===== config.mk =====
export PLATFORM = sky130hd
export DESIGN_NAME = int_ctrl_flat
export DESIGN_NICKNAME = d
export VERILOG_FILES = /design/src/rtl/pp_pkg.sv /design/src/rtl/int_ctrl_if.sv /design/src/rtl/int_prio_enc.sv /design/src/rtl/int_ctrl.sv /design/src/flat_wrapper.sv
export SDC_FILE = /design/constraint.sdc
export NUM_CORES = 1
export LEC_CHECK = 0
export CAP_MARGIN = 15
export CELL_PAD_IN_SITES_DETAIL_PLACEMENT = 1
export CELL_PAD_IN_SITES_GLOBAL_PLACEMENT = 2
export CORE_ASPECT_RATIO = 1.25
export CORE_MARGIN = 2
export CORE_UTILIZATION = 26
export CTS_CLUSTER_SIZE = 14
export DETAILED_ROUTE_END_ITERATION = 12
export PLACE_DENSITY = 0.86
export RECOVER_POWER = 50
export SLEW_MARGIN = 25
export SYNTH_ARGS = -nofsm -noshare
export SYNTH_HDL_FRONTEND = slang
export SYNTH_SLANG_ARGS = --single-unit

===== constraint.sdc =====
create_clock -name ck -period 2.1 [get_ports ck]
set_input_delay 0.21 -clock ck [delete_from_list [all_inputs] [get_ports ck]]
set_output_delay 0.21 -clock ck [all_outputs]
set_load 0.03 [all_outputs]

===== src/rtl/pp_pkg.sv =====
// Shared pP-core definitions: instruction kind codes and interrupt FSM states.
// No logic; constants and types only.
// No flow control.
package pp_pkg;

  localparam logic [3:0] KIND_RETI = 4'b1000;
  localparam logic [3:0] KIND_ENAI = 4'b1001;
  localparam logic [3:0] KIND_DISI = 4'b1010;

  typedef enum logic [1:0] {
    IDLE    = 2'd0,
    ASSERT  = 2'd1,
    SERVICE = 2'd2
  } ic_state_t;

endpackage


===== src/rtl/int_ctrl_if.sv =====
// Bus between the interrupt controller and its surroundings (sources, mask port, interrupt register).
// Pure wiring, no latency.
// int_req/int_ack form the request/acknowledge handshake; no other backpressure.
interface int_ctrl_if #(
  parameter int NSRC = 4,
  parameter int VW   = 2
);
  logic [NSRC-1:0] src;
  logic            mask_we;
  logic [NSRC-1:0] mask_wd;
  logic            int_ack;
  logic            int_req;
  logic [VW-1:0]   int_vec;
  logic [NSRC-1:0] pend;
  logic [NSRC-1:0] mask;
  logic            busy;

  // Environment side: drives lines, mask writes and the acknowledge.
  modport master (
    output src, mask_wd, mask_we, int_ack,
    input  int_req, int_vec, pend, mask, busy
  );

  // Controller side.
  modport slave (
    input  src, mask_wd, mask_we, int_ack,
    output int_req, int_vec, pend, mask, busy
  );
endinterface


===== src/rtl/int_prio_enc.sv =====
// Fixed-priority encoder: lowest set bit of elig wins.
// Purely combinational, zero latency.
// No flow control.
module int_prio_enc #(
  parameter int NSRC = 4,
  parameter int VW   = 2
) (
  input  logic [NSRC-1:0] elig,
  output logic [VW-1:0]   win,
  output logic            any
);

  // Scan from the top down so the lowest index is the last one to overwrite win.
  always_comb begin
    win = '0;
    any = |elig;
    for (int i = NSRC - 1; i >= 0; i--) begin
      if (elig[i]) win = VW'(i);
    end
  end

endmodule


===== src/rtl/int_ctrl.sv =====
// Multi-source interrupt controller: edge capture, mask, fixed priority, one request per service.
// Pending bit set at edge t -> int_req low at edge t+1 at the earliest (qualified by ck2==0).
// A committed request holds until int_ack; no new request until the service returns.
module int_ctrl
  import pp_pkg::*;
#(
  parameter int NSRC = 4,
  parameter int VW   = 2
) (
  input  logic        ck,
  input  logic        res,
  input  logic        ck2,
  int_ctrl_if.slave   bus
);

  logic [NSRC-1:0] src_d;
  logic [NSRC-1:0] pend_q;
  logic [NSRC-1:0] mask_q;
  logic [NSRC-1:0] rise;
  logic [NSRC-1:0] elig;
  logic [NSRC-1:0] clr;
  logic [VW-1:0]   win;
  logic            any;
  logic [VW-1:0]   vec_q, vec_d;
  ic_state_t       state_q, state_d;

  assign rise = bus.src & ~src_d;
  assign elig = pend_q & mask_q;

  int_prio_enc #(.NSRC(NSRC), .VW(VW)) u_prio (
    .elig (elig),
    .win  (win),
    .any  (any)
  );

  // Edge history, pending bits (a same-cycle rise beats the service clear) and mask register.
  always_ff @(posedge ck) begin
    src_d <= bus.src;
    if (res) begin
      pend_q <= '0;
      mask_q <= '0;
    end else begin
      pend_q <= (pend_q & ~clr) | rise;
      if (bus.mask_we) mask_q <= bus.mask_wd;
    end
  end

  // Request sequencer state and latched vector.
  always_ff @(posedge ck) begin
    if (res) begin
      state_q <= IDLE;
      vec_q   <= '0;
    end else begin
      state_q <= state_d;
      vec_q   <= vec_d;
    end
  end

  // Next state: vector is latched on entry to ASSERT and frozen until the next request.
  always_comb begin
    state_d = state_q;
    vec_d   = vec_q;
    clr     = '0;
    if (!ck2) begin
      case (state_q)
        IDLE: begin
          if (any) begin
            vec_d   = win;
            state_d = ASSERT;
          end
        end
        ASSERT: begin
          if (bus.int_ack) begin
            clr     = NSRC'(1) << vec_q;
            state_d = SERVICE;
          end
        end
        SERVICE: begin
          if (!bus.int_ack) state_d = IDLE;
        end
        default: state_d = IDLE;
      endcase
    end
  end

  assign bus.int_req = (state_q != ASSERT);
  assign bus.int_vec = vec_q;
  assign bus.pend    = pend_q;
  assign bus.mask    = mask_q;
  assign bus.busy    = (state_q != IDLE);

endmodule


===== src/flat_wrapper.sv =====
// flat-port wrapper written by rule: the top's interface ports become plain ports
module int_ctrl_flat import pp_pkg::*;
#(
  parameter int NSRC = 4,
  parameter int VW   = 2
)
  (ck, res, ck2, bus_src, bus_mask_wd, bus_mask_we, bus_int_ack, bus_int_req, bus_int_vec, bus_pend, bus_mask, bus_busy);
  int_ctrl_if #(.NSRC(NSRC), .VW(VW)) bus_i ();
  input  logic ck;
  input  logic res;
  input  logic ck2;
  input wire logic [$bits(bus_i.src)-1:0] bus_src;
  input wire logic [$bits(bus_i.mask_wd)-1:0] bus_mask_wd;
  input wire logic [$bits(bus_i.mask_we)-1:0] bus_mask_we;
  input wire logic [$bits(bus_i.int_ack)-1:0] bus_int_ack;
  output wire logic [$bits(bus_i.int_req)-1:0] bus_int_req;
  output wire logic [$bits(bus_i.int_vec)-1:0] bus_int_vec;
  output wire logic [$bits(bus_i.pend)-1:0] bus_pend;
  output wire logic [$bits(bus_i.mask)-1:0] bus_mask;
  output wire logic [$bits(bus_i.busy)-1:0] bus_busy;
  assign bus_i.src = bus_src;
  assign bus_i.mask_wd = bus_mask_wd;
  assign bus_i.mask_we = bus_mask_we;
  assign bus_i.int_ack = bus_int_ack;
  assign bus_int_req = bus_i.int_req;
  assign bus_int_vec = bus_i.int_vec;
  assign bus_pend = bus_i.pend;
  assign bus_mask = bus_i.mask;
  assign bus_busy = bus_i.busy;
  int_ctrl #(.NSRC(NSRC), .VW(VW)) u_core (.ck(ck), .res(res), .ck2(ck2), .bus(bus_i));
endmodule

## Word-level counts from Yosys, hierarchy flattened

Cells that the tools add are included.

- Bits in registers: 16
- Output and inout bits: 12
- Logic and storage cells: 35

- Eq/ne operators: 6
- Shifts and indexed selects: 1
- Multiplexer cells: 11
- Bitwise operators: 7
- Reductions and logical operators: 5

Operators by type and width:

| cell | number |
|---|---|
| $mux 2 | 7 |
| $and 4x4->4 | 3 |
| $mux 4 | 3 |
| $not 4->4 | 2 |
| $pmux 2 s3 | 1 |
| $ne 2x1->1 const B | 2 |
| $ne 2x2->1 const B | 2 |
| $or 4x4->4 | 1 |
| $reduce_and 4->1 | 1 |
| $reduce_or 4->1 | 1 |
| $shl 1x2->4 const A | 1 |
| $reduce_and 3->1 | 1 |
| $eq 2x1->1 const B | 1 |
| $eq 2x2->1 const B | 1 |
| $logic_not 2->1 | 1 |
| $reduce_bool 2->1 | 1 |
| $not 1->1 | 1 |

## Longest topological paths before layout

Gate-level depths: netlist of run 1.

- Word-level depth: 7
- Mapped depth: 4
- Mapped depth without buffers: 4

## Hierarchy

Synthesis of run 1 repeated with hierarchy kept, for this count alone.

- Cell total of the unflattened synthesis: 66
- Area total of the unflattened synthesis: 645.6 µm²

Modules (own cells, without submodules):

| module | times used | cells each | area an instance (µm²) |
|---|---|---|---|
| int_ctrl | 1 | 59 | 610.6 |
| int_prio_enc | 1 | 7 | 35.0 |

## Worst setup path before layout of run 1

OpenSTA, ideal clock, no wires.

- Path kind: reg-to-reg
- Start point: reg u_core.pend_q[0] (netlist: u_core.bus.pend[0])
- End point: reg u_core.vec_q[0] (netlist: u_core.bus.int_vec[0])
- Setup time: 0.060 ns
- Arrival: 1.304 ns
- Required time: 2.040 ns
- Slack: 0.736 ns
- Stages on the path, launching flop included: 5
- Buffers on the path: 0
- Clock period less this slack: 1.364 ns
- Path through: dfxtp_1 > a22o_1 > o21ai_2 > a2111oi_0 > a31o_1

- Longest elaborated chain between the ends: 3
- Elaborated cells between the ends (all ways): 4

Ends and longest elaborated chain:

| what | line | RTL |
|---|---|---|
| start: declaration | int_ctrl.sv:17 | `logic [NSRC-1:0] pend_q;` |
| start signal: assignment | int_ctrl.sv:43 | `pend_q <= (pend_q & ~clr) \| rise;` |
| $and 4x4->4 (*) | int_ctrl.sv:28 | `assign elig = pend_q & mask_q;` |
| $reduce_or 4->1 | int_prio_enc.sv:16 | `any = \|elig;` |
| $reduce_and 3->1 (no source line) | -- |  |
| end signal: assignment | int_ctrl.sv:55 | `vec_q <= vec_d;` |
| end: declaration | int_ctrl.sv:24 | `logic [VW-1:0] vec_q, vec_d;` |

Mark *: on every way between the ends. The rest lies on a longest branch, timed or not.
A chain may end at the register's enable or synchronous reset.

## Worst setup path after layout of run 1

- Start point: reg u_core.state_q[0]
- End point: out bus_busy

- Longest elaborated chain between the ends: 1

Ends and longest elaborated chain:

| what | line | RTL |
|---|---|---|
| start: declaration | int_ctrl.sv:25 | `ic_state_t state_q, state_d;` |
| start signal: assignment | int_ctrl.sv:54 | `state_q <= state_d;` |
| $reduce_bool 2->1 | int_ctrl.sv:90 | `assign bus.busy = (state_q != IDLE);` |
| end: declaration | flat_wrapper.sv:20 | `output wire logic [$bits(bus_i.busy)-1:0] bus_busy;` |

No other way between the ends.

==> impl_metrics.toml, run 1 <==
[run_status]
status = "finished, final reports clean"

[setup_path]
crit_chain = "or2_2 -> clkdlybuf4s50_1"
path_delay_family = "buffers and inverters"
crit_type = "register to primary output"
start_kind = "register"
crit_required_ns = 1.89
cpPeakStageDelay_ns = 0.59
r2r-start = "u_core.state_q[0]"
r2r_cells = 4
cp.arrival_ns = 1.53
timing.rr.end = "u_core.bus.int_vec[0]"
worst_path_max_delay_cell = "clkdlybuf4s50_1"
path_buf_inv = 1
worstPathMaxFanout = 5
rrSetupSlack_ns = 0.60
endpoint_kind = "primary output"

[floorplan]
ios = 25
die_w_um = 47.88
die_area_mm2 = 0.002817
fp.coreArea_mm2 = 0.002235
num_rows = 19
die_h_um = 58.84
initial_core_util = 0.2800

[route]
via_per_inst = 4.672
drcViolationCount = 0
firstDrtPassIters = 4
wl_mm = 1.561
vias = 556
drtIter0Drc = 3
wire_per_inst_um = 13.12
drtAntennaViolNets = 0

[power_and_ir_drop]
p_leak_nw = 0.3378
switchingPower_w = 0.0001615
peakVddDrop_mv = 0.3406
clockPowerShare = 0.312
p_int_w = 0.0004790
p_seq_frac = 0.523
p_per_area_mw_per_mm2 = 691.8
comb_power_share = 0.165
swShare = 0.2521

[sta]
setup-tns-final_ns = 0
finalCriticalPeriod_ns = 1.742
slew_violations = 0
maxSlewHeadroom = 0.7552
fin_ws_ns = 0.3577
clock_skew_ns = 0.004569
min_period_over_period = 0.8297
finalHoldViolations = 0
fmax_mhz = 574.0
rsz0062_at_grt = "no"
finalSetupViolCount = 0
worstMarginPinSlew_ns = 0.3579

[synthesis]
syn_inst = 61
synth-seq-cells = 16
syn-num-nets = 74
synth_warnings = 0
ys_top_cells_by_area = "dfxtp_1 (51%), mux2i_1 (6.4%), nand2b_1 (6.0%), a21oi_1 (5.6%), o31ai_4 (3.4%)"
yosysTopAreaCellShare = 0.5120
ys_types = 23
synth_seq_area_share = 0.5120
syn_area_um2 = 625.6
syn_area_per_cell_um2 = 10.26
yosys.area.top_type = "dfxtp_1"

[global_routing]
antenna_found_initial = 0
track_usage = 0.1207
grt_first_pass_wirelength_mm = 2.421
grt_pass1_vias = 578
grt_max_degree = 10
grt_overflow = 0

[worst_hold_path]
hold_class = "register to register"
hold_start = "u_core.src_d[2]"
min_to = "u_core.bus.pend[2]"
min_path_cells = 2

[placed_design]
dp_slack_ns = 0.5325
dp_hpwl_mm = 1.240
place.gp.congestion = 0.7000
numPortBuffers = 24

[job]
cap_violations = 0

[cts]
h-tree-depth = 1
max-clock-path-buffers = 2
insertion_delay_ns = 0.28
path_clk_slew_ns = 0.09
cts_tree = "yes"
clockRootBuffer = "clkbuf_4"
cts_resized = 0
cts_hold_buf = 0
cts_inserted_buffers = 3
postCtsSetupBuffers = 0
cts_sinks = 16

[finish]
fin_nets = 102
final_common_cell = "clkdlybuf4s50_1"
drive_above_1_share = 0.07955
synthToLayoutAreaGrowth_pct = 48.00
fillers = 274
final_cell_mix = "clkdlybuf4s50_1 (19), dfxtp_1 (16), a21oi_1 (7), nand2b_1 (6)"
post-route-util = 0.4143
antenna_cells = 0
## kinds of logic (layout without fill, tap and decap cells)
group | Yosys count | count (layout) | synth area share
compound gates | 20 | 20 | 0.2260
simple gates | 18 | 18 | 0.1800
flops | 16 | 16 | 0.5120
mux | 4 | 4 | 0.06400
buf+inv | 3 | 30 | 0.01798
## registers in the layout, summed over array words and instances (netlist names)
| signal | count |
|---|---|
| u_core.bus.int_vec | 2 |
| u_core.bus.mask | 4 |
| u_core.bus.pend | 4 |
| u_core.src_d | 4 |
| u_core.state_q | 2 |
## per-stage QoR
step	instances	total power (W)	hold WS, ns	cell area, um2
6_report	119	0.0006405	0.4848	925.9
5_1_grt	119	0.0006728	0.4960	925.9
4_1_cts	119	0.0006564	0.3844	940.9
2_1_floorplan	61	0.0003943	0.2377	625.6
3_5_place_dp	115	0.0004545	0.4823	904.6
3_3_place_gp	115	0.0004513	0.4736	904.6
## power groups by stage
stage	registers [W]	logic [W]	clock network (W)
after detailed placement	0.000342	0.000112	0
after global placement	0.000341	0.000110	0
final	0.000335	0.000106	0.000200
after CTS	0.000335	0.000113	0.000208
after global routing	0.000336	0.000114	0.000222
after floorplan	0.000358	0.0000359	0
## synth_stat cells
library cell	n
dfxtp_1	16
a21oi_1	7
nand2b_1	6
nor2_1	5
mux2i_1	4
o21ai_1	3
a22o_1	2
nand2_1	2
o21ai_0	2
a2111oi_0	1
a211oi_1	1
a31o_1	1
a32oi_1	1
and2b_1	1
buf_1	1
clkbuf_1	1
inv_1	1
nand2b_4	1
nor3_2	1
o21ai_2	1
o31ai_4	1
or2_2	1
or3b_4	1
## worst max path at each step
stage | end | cells after the start | slack [ns] | startpoint
after global routing | bus_busy | 2 | 0.31 | u_core.state_q[0]
after floorplan | u_core.bus.int_vec[0] | 4 | 0.74 | u_core.bus.pend[0]
after detailed placement | u_core.bus.int_vec[0] | 5 | 0.53 | ck2
after CTS | bus_busy | 2 | 0.33 | u_core.state_q[0]
final | bus_busy | 2 | 0.36 | u_core.state_q[0]
after global placement | u_core.bus.int_vec[0] | 5 | 0.53 | ck2
## layer usage
metal | vias up | wire (um) | GRT usage
met3 | 2 | 90 | 0.02454
li1 | 270 | - | -
met4 | 0 | 5 | 0.04633
met2 | 16 | 791 | 0.2000
met5 | - | 0 | 0
met1 | 268 | 673 | 0.1480
## final cells by class
cell class / instances / area [um2] / share of cell area
Sequential cell: 16 / 320.3 / 0.3459
Multi-Input combinational cell: 42 / 282.8 / 0.3054
Timing Repair Buffer: 25 / 244.0 / 0.2635
Tap cell: 31 / 38.79 / 0.04189
Clock buffer: 4 / 36.28 / 0.03919
Inverter: 1 / 3.754 / 0.004054
## worst register-to-register path: cells and delay by family, from the launching register on
family	cells	cell delay [ns]
AO/OA/AOI/OAI	3	0.77
flip-flops	1	0.37
AND/OR/NAND/NOR	1	0.30
Note: power is estimated with default switching activity, not from simulation.
==> run 2: changes to the inputs <==
--- a/config.mk
+++ b/config.mk
@@ -10,10 +10,10 @@
 export CELL_PAD_IN_SITES_GLOBAL_PLACEMENT = 2
 export CORE_ASPECT_RATIO = 1.25
 export CORE_MARGIN = 2
-export CORE_UTILIZATION = 26
+export CORE_UTILIZATION = 24
 export CTS_CLUSTER_SIZE = 14
 export DETAILED_ROUTE_END_ITERATION = 12
-export PLACE_DENSITY = 0.86
+export PLACE_DENSITY = 0.81
 export RECOVER_POWER = 50
 export SLEW_MARGIN = 25
 export SYNTH_ARGS = -nofsm -noshare
==> constraint.sdc (replaced) <==
create_clock -name ck -period 1.8 [get_ports ck]
set_input_delay 0.18 -clock ck [delete_from_list [all_inputs] [get_ports ck]]
set_output_delay 0.18 -clock ck [all_outputs]
set_load 0.03 [all_outputs]
==> run 2 against run 1 <==
Sequential share of layout area decreased by 0.46 points. Clock power up 19%. Flip-flop and latch count stayed put. Register-to-register slack got worse by 0.25 ns. Routed wire length down 1.0%. Clock-buffer cell count unchanged. Sequential power increased by 16%. Final cell count up 1.7%. Largest cell class unchanged. Core utilization decreased by 3.2 points.
==> impl_metrics.toml, run 2 (same netlist as run 1, synthesis figures left out) <==
[route]
drtAntennaViolNets = 0
vias = 551
wl_mm = 1.545
wire_per_inst_um = 12.77
via_per_inst = 4.554
firstDrtPassIters = 4
drtIter0Drc = 7
drcViolationCount = 0

[floorplan]
ios = 25
die_area_mm2 = 0.003034
num_rows = 20
die_w_um = 49.67
die_h_um = 61.08
initial_core_util = 0.2551
fp.coreArea_mm2 = 0.002452

[setup_path]
worstPathMaxFanout = 5
crit_chain = "nand2b_4 -> clkdlybuf4s50_1"
worst_path_max_delay_cell = "clkdlybuf4s50_1"
crit_required_ns = 1.62
cp.arrival_ns = 1.49
start_kind = "register"
endpoint_kind = "primary output"
crit_type = "register to primary output"
cpPeakStageDelay_ns = 0.66

[finish]
fin_nets = 102
final_common_cell = "clkdlybuf4s50_1"
drive_above_1_share = 0.1023
post-route-util = 0.3827
antenna_cells = 0
final_cell_mix = "clkdlybuf4s50_1 (18), dfxtp_1 (16), a21oi_1 (7), nand2b_1 (6)"
synthToLayoutAreaGrowth_pct = 50.00

[cts]
max-clock-path-buffers = 2
h-tree-depth = 1
clockRootBuffer = "clkbuf_4"
cts_tree = "yes"
path_clk_slew_ns = 0.10
cts_hold_buf = 0
cts_sinks = 16
cts_inserted_buffers = 3
insertion_delay_ns = 0.29

[power_and_ir_drop]
peakVddDrop_mv = 0.4561
p_leak_nw = 0.3598
p_per_area_mw_per_mm2 = 803.7

[sta]
finalHoldViolations = 0
min_period_over_period = 0.9254
maxSlewHeadroom = 0.7281
worstMarginPinSlew_ns = 0.3976
fmax_mhz = 600.4
slew_violations = 0
finalSetupViolCount = 0
rsz0062_at_grt = "no"
setup-tns-final_ns = 0
worst_hold_slack_ns = 0.4642
clock_skew_ns = 0.004468
finalCriticalPeriod_ns = 1.666

[placed_design]
numPortBuffers = 24
place.gp.congestion = 0.7101
dp_hpwl_mm = 1.245

[global_routing]
track_usage = 0.1175
grt_first_pass_wirelength_mm = 2.594
grt_overflow = 0
antenna_found_initial = 0
grt_pass1_vias = 541
grt_max_degree = 13

[job]
cap_violations = 0

[run_status]
status = "finished, final reports clean"

[worst_hold_path]
hold_class = "input pin to register"
[run 2: cell types whose count changed in the layout (fill, tap and decap cells not counted)]
cell / change
clkbuf_1: -1
o21ai_2: +1
o21ai_1: -1
dlymetal6s2s_1: +1
clkdlybuf4s50_1: -1
buf_4: +1
[run 2: timing repair]
action,in CTS,in global routing
endpoints found under the setup margin,0,1
buffers inserted,0,0
resized for setup,0,1
[run 2: per-layer routing]
layer  routed length, um  share of wire  global-route usage  vias up
li1                    -              -                   -      273
met1                 670           0.43              0.1353      263
met2                 804           0.52              0.2095       13
met3                  64          0.041             0.02427        2
met4                   6         0.0039             0.05952        0
met5                   0              0                   0        -
[run 2: final timing paths]
check	start	endpoint	slack, ns	depth (start not counted)
setup / recovery	u_core.state_q[1]	bus_int_req	0.13	2
hold / removal	bus_src[3]	u_core.src_d[3]	0.46	1
setup reg to reg	u_core.state_q[0]	u_core.bus.int_vec[0]	0.35	4
hold reg to reg	u_core.src_d[0]	u_core.bus.pend[0]	0.49	2
[run 2: layout make-up]
cell class,instances,area [um2]
flip-flops and latches,16,320.3
inverters,1,3.754
well taps,33,41.29
fillers,301,1514
clock buffers,4,36.28
repair buffers,25,250.2
multi-input cells,42,286.5
[run 2: critical path: cells and delay by family (launching register included)]
kind | cells | cell delay [ns]
flops | 1 | 0.40
simple gates | 1 | 0.15
buf+inv | 1 | 0.66
[run 2: report_power, final]
part	leakage, nW	switching [W]	total [W]	internal, W
registers	0.132	0.0000171	0.000389	0.000372
clock network	0.0210	0.000115	0.000238	0.000123
logic	0.207	0.0000620	0.000127	0.0000649
total	0.360	0.000194	0.000754	0.000560
[run 2: per-stage QoR]
stage / setup WS, ns / instances / area, um2 / power (W)
after floorplan: 0.4359 / 61 / 625.6 / 0.0004600
after global placement: 0.3235 / 117 / 907.1 / 0.0005260
after detailed placement: 0.1862 / 117 / 907.1 / 0.0005304
after CTS: 0.04379 / 121 / 943.4 / 0.0007710
after global routing: 0.06132 / 121 / 938.4 / 0.0007957
final: 0.1343 / 121 / 938.4 / 0.0007542
==> run 3: changes to the inputs <==
--- a/config.mk
+++ b/config.mk
@@ -13,6 +13,7 @@
 export CORE_UTILIZATION = 24
 export CTS_CLUSTER_SIZE = 14
 export DETAILED_ROUTE_END_ITERATION = 12
+export GPL_ROUTABILITY_DRIVEN = 0
 export PLACE_DENSITY = 0.81
 export RECOVER_POWER = 50
 export SLEW_MARGIN = 25
==> results of run 3 <==
No change in the layout: final DEF, timing and power equal those of run 2.
